===== src/rtl/serial_subtractor.sv =====
// rtl/serial_subtractor.sv - bit-serial a - b, LSB first, one full-subtractor cell and a borrow flop
// Results are registered and only change on the edge that enters DONE.
module serial_subtractor #(
  parameter int WIDTH = 6
) (
  input  logic             clk,
  input  logic             rst,
  input  logic             start,
  input  logic [WIDTH-1:0] a,
  input  logic [WIDTH-1:0] b,
  output logic             busy,
  output logic             done,
  output logic [WIDTH-1:0] diff,
  output logic             borrow,
  output logic             ovf
);

  localparam int CW = $clog2(WIDTH);

  typedef enum logic [1:0] {S_IDLE, S_RUN, S_DONE} state_t;

  state_t           state_q, state_d;
  logic [WIDTH-1:0] a_sh_q, b_sh_q, r_sh_q, r_sh_d, diff_q;
  logic [CW-1:0]    cnt_q;
  logic             bor_q, bor_d, d_bit, last_bit;
  logic             a_msb_q, b_msb_q, borrow_q, ovf_q;

  always_comb begin
    d_bit    = a_sh_q[0] ^ b_sh_q[0] ^ bor_q;
    bor_d    = (~a_sh_q[0] & b_sh_q[0]) | (~(a_sh_q[0] ^ b_sh_q[0]) & bor_q);
    r_sh_d   = {d_bit, r_sh_q[WIDTH-1:1]};
    last_bit = (cnt_q == CW'(WIDTH - 1));
    state_d  = state_q;
    case (state_q)
      S_IDLE:  if (start) state_d = S_RUN;
      S_RUN:   if (last_bit) state_d = S_DONE;
      S_DONE:  state_d = S_IDLE;
      default: state_d = S_IDLE;
    endcase
  end

  always_ff @(posedge clk or posedge rst) begin
    if (rst) state_q <= S_IDLE;
    else     state_q <= state_d;
  end

  always_ff @(posedge clk or posedge rst) begin
    if (rst) begin
      a_sh_q   <= '0;
      b_sh_q   <= '0;
      r_sh_q   <= '0;
      cnt_q    <= '0;
      bor_q    <= 1'b0;
      a_msb_q  <= 1'b0;
      b_msb_q  <= 1'b0;
      diff_q   <= '0;
      borrow_q <= 1'b0;
      ovf_q    <= 1'b0;
    end else begin
      case (state_q)
        S_IDLE: begin
          if (start) begin
            a_sh_q  <= a;
            b_sh_q  <= b;
            r_sh_q  <= '0;
            cnt_q   <= '0;
            bor_q   <= 1'b0;
            a_msb_q <= a[WIDTH-1];
            b_msb_q <= b[WIDTH-1];
          end
        end
        S_RUN: begin
          a_sh_q <= {1'b0, a_sh_q[WIDTH-1:1]};
          b_sh_q <= {1'b0, b_sh_q[WIDTH-1:1]};
          r_sh_q <= r_sh_d;
          cnt_q  <= cnt_q + CW'(1);
          bor_q  <= bor_d;
          // d_bit on the last edge is the result MSB
          if (last_bit) begin
            diff_q   <= r_sh_d;
            borrow_q <= bor_d;
            ovf_q    <= (a_msb_q != b_msb_q) & (d_bit != a_msb_q);
          end
        end
        default: ;
      endcase
    end
  end

  assign busy   = (state_q == S_RUN);
  assign done   = (state_q == S_DONE);
  assign diff   = diff_q;
  assign borrow = borrow_q;
  assign ovf    = ovf_q;

endmodule


===== config.mk =====
export PLATFORM = sky130hd
export DESIGN_NAME = serial_subtractor
export DESIGN_NICKNAME = d
export VERILOG_FILES = /design/src/rtl/serial_subtractor.sv
export SDC_FILE = /design/constraint.sdc
export NUM_CORES = 1
export LEC_CHECK = 0
export CAP_MARGIN = 20
export CORE_MARGIN = 2
export CORE_UTILIZATION = 40
export DETAILED_ROUTE_END_ITERATION = 10
export PLACE_DENSITY_LB_ADDON = 0.1
export SYNTH_ARGS = -nofsm -noshare
export SYNTH_HDL_FRONTEND = slang
export SYNTH_SLANG_ARGS = --single-unit
export TNS_END_PERCENT = 10

===== constraint.sdc =====
create_clock -name clk -period 2.3 [get_ports clk]
set_input_delay 0.46 -clock clk [delete_from_list [all_inputs] [get_ports clk]]
set_output_delay 0.46 -clock clk [all_outputs]
set_load 0.01 [all_outputs]

==> results.yml, run 1 <==
final_layout:
  area_delta_synth_final_pct: 23.8
  drive_gt1_share_pct: 14.8
  antenna_cells: 0
  final_nets: 172
pwr:
  power.leakage_nw: 0.829
  vdd_drop_max_mv: 0.485
  powerDensity_mw_per_mm2: 1220
  power_w: 0.00219
clocking:
  cts_made_buffers: 5
  max-clock-path-buffers: 2
  cts_tree: "done"
  cts_hold_buf: 0
  cts_htree_levels: 2
  cts_sinks: 33
  worstSkewPairLatency_ns: 0.33
  clk_pin_slew_ns: 0.09
  clockRootBuffer: "clkbuf_4"
detailed_routing:
  vias: 964
  wire_per_inst_um: 12.0
  drc: 0
  wirelength_mm: 2.40
  firstDrtPassIters: 4
  avgViaCountPerCell: 4.80
  drt_iter0_drc: 23
  final_antenna_net_count: 0
worst_hold_path:
  hp-class: "reg2reg"
global_routing:
  grt_pass1_wl_mm: 4.13
  grtUsageTotal_pct: 13.6
  antenna_found_initial: 0
  grt_pass1_vias: 951
  grt_max_degree: 34
  grt_overflow: 0
critical_path:
  critPathMaxStageDelay_ns: 0.53
  slowest_stage: "clkdlybuf4s50_1"
  critPathCaptureType: "primary output"
  crit_buf_inv: 2
  cp_data_arrival_time_ns: 1.72
  worstPathRequired_ns: 1.84
  crit_chain: "nand2b_2, inv_6, clkdlybuf4s50_1"
  crit_type: "reg2out"
  path_max_fanout: 8
  crit_family: "buffers and inverters"
  start_kind: "flip-flop"
sta:
  slew_violations: 0
  final-setup-viol-count: 0
  fin_tns_setup_ns: 0
  fmax_ghz: 0.459
  relSlewSlack_pct: 73.0
  worstMarginPinSlew_ns: 0.404
  fin_crit_sh_pct: 94.6
  finClkSkew_ns: 0.0125
  hold_viol: 0
  fin_crit_ns: 2.18
  rsz0062_at_grt: "no"
floorplanning:
  die_area_mm2: 0.00411
  start_util_pct: 42.6
  row_count: 21
  fp.dieH_um: 64.1
  ios: 25
  die_w_um: 64.1
  core_mm2: 0.00339
yosys:
  syn-num-nets: 143
  yosys_warnings: 0
  synth_cell_types: 23
  ys_ff_latch: 33
  synthesis.area_mm2: 0.00144
  syn_inst: 125
  synth.area.top_cells: "dfrtp_1, mux2i_1, mux2_2"
  syn_area_per_cell_um2: 11.6
  yosys.area.top_type: "dfrtp_1"
  yosysTopAreaCellShare_pct: 57.2
  ys_seq_area_share_pct: 57.2
placement:
  routabilityCongestion: 0.663
  io_buffer_count: 24
flow_run:
  drv_cap: 0
run_status:
  status: "finished clean"
layer usage:
layer	vias to the layer above	global-route usage [%]	routed length, µm
met5	-	0	0
met4	0	6.52	27
met3	5	7.04	140
met2	25	21.2	1130
met1	455	15.4	1100
li1	479	-	-
report_power, final:
part           internal [W]  total (W)  switching [W]
combinational      0.000489   0.000910       0.000421
sequential         0.000830   0.000980       0.000150
clock              0.000116   0.000299       0.000183
total               0.00144    0.00219       0.000753
worst register-to-register path, stage by stage, from the launching register on:
cell and delay (ns):
dfrtp_1 0.46, nand2b_2 0.32, inv_6 0.09, buf_4 0.21, mux2i_1 0.20, o21ai_0 0.08
stage by stage:
step	utilization (%)	hold slack, ns	setup slack, ns	area (µm²)	instances
after floorplan	-	0.449	0.944	1440	125
after global placement	51.2	0.462	0.404	1730	193
after detailed placement	51.2	0.471	0.376	1730	193
after CTS	52.7	0.491	0.00670	1790	201
after global routing	52.8	0.514	0.0291	1790	201
final	52.8	0.483	0.123	1790	201
synthesized netlist by cell type, drive strengths merged:
master / count
nand2b: 1
inv: 7
ha: 2
o21bai: 1
nor2b: 5
a31oi: 1
a22o: 5
nand4b: 1
nor2: 1
o21ai: 17
fa: 1
dfrtp: 33
buf: 6
nand2: 18
mux2: 8
and3b: 2
a21oi: 5
clkbuf: 1
mux2i: 10
kinds of logic (layout without fill, tap and decap cells):
family	Yosys count	count (layout)	synth area share, %
and+or+nand+nor	28	28	9.36
adders and majority gates	3	3	3.12
muxes	18	18	13.2
DFF	33	33	57.2
buffers and inverters	14	44	5.55
AOI/OAI and AO/OA	29	29	11.6
flip-flops by register name, summed over array words and instances (netlist names):
| name | cells |
|---|---|
| a_msb_q | 1 |
| a_sh_q | 6 |
| b_msb_q | 1 |
| b_sh_q | 6 |
| bor_q | 1 |
| borrow | 1 |
| cnt_q | 3 |
| diff | 6 |
| ovf | 1 |
| r_sh_q | 5 |
| state_q | 2 |
worst paths after layout:
check / start / endpoint / slack, ns / cells past startpoint
max: state_q[1]$_DFFE_PP0P_ / busy / 0.12 / 3
min: ovf$_DFFE_PP0P_ / ovf$_DFFE_PP0P_ / 0.48 / 2
max reg2reg: state_q[1]$_DFFE_PP0P_ / a_sh_q[0]$_DFFE_PP0P_ / 0.84 / 5
min reg2reg: ovf$_DFFE_PP0P_ / ovf$_DFFE_PP0P_ / 0.48 / 2
max in group asynchronous: rst / a_sh_q[4]$_DFFE_PP0P_ / 1.50 / 3
min in group asynchronous: rst / r_sh_q[4]$_DFFE_PP0P_ / 0.50 / 3
cell type report:
| cell class | count | area, µm² |
|---|---|---|
| timing repair buffer | 29 | 278 |
| fill | 316 | 1600 |
| clock inverter | 2 | 10.0 |
| sequential | 33 | 826 |
| inverter | 7 | 31.3 |
| clock buffer | 6 | 41.3 |
| multi-input combinational | 78 | 544 |
| tap | 46 | 57.6 |
cells in the final DEF, fill, tap and decap left out, types with 5 or more instances in the layout:
master,instances
inv_1,6
nor2b_1,5
mux2_2,8
nand2_1,18
buf_4,5
a22o_1,5
mux2i_1,10
o21ai_0,15
dfrtp_1,33
a21oi_1,5
clkdlybuf4s50_1,24
clkbuf_4,5
what timing repair did:
item,4_1_cts,5_1_grt
buffers inserted,0,0
setup endpoints to repair,0,1
resized for setup,0,1
hold endpoints to repair,0,0
Note: power is estimated with default switching activity, not from simulation.
==> inputs of run 2 (changes only) <==
SKIP_LAST_GASP = 1   (was default)
==> results of run 2 <==
Final layout, timing and power as in run 1 (identical DEF).
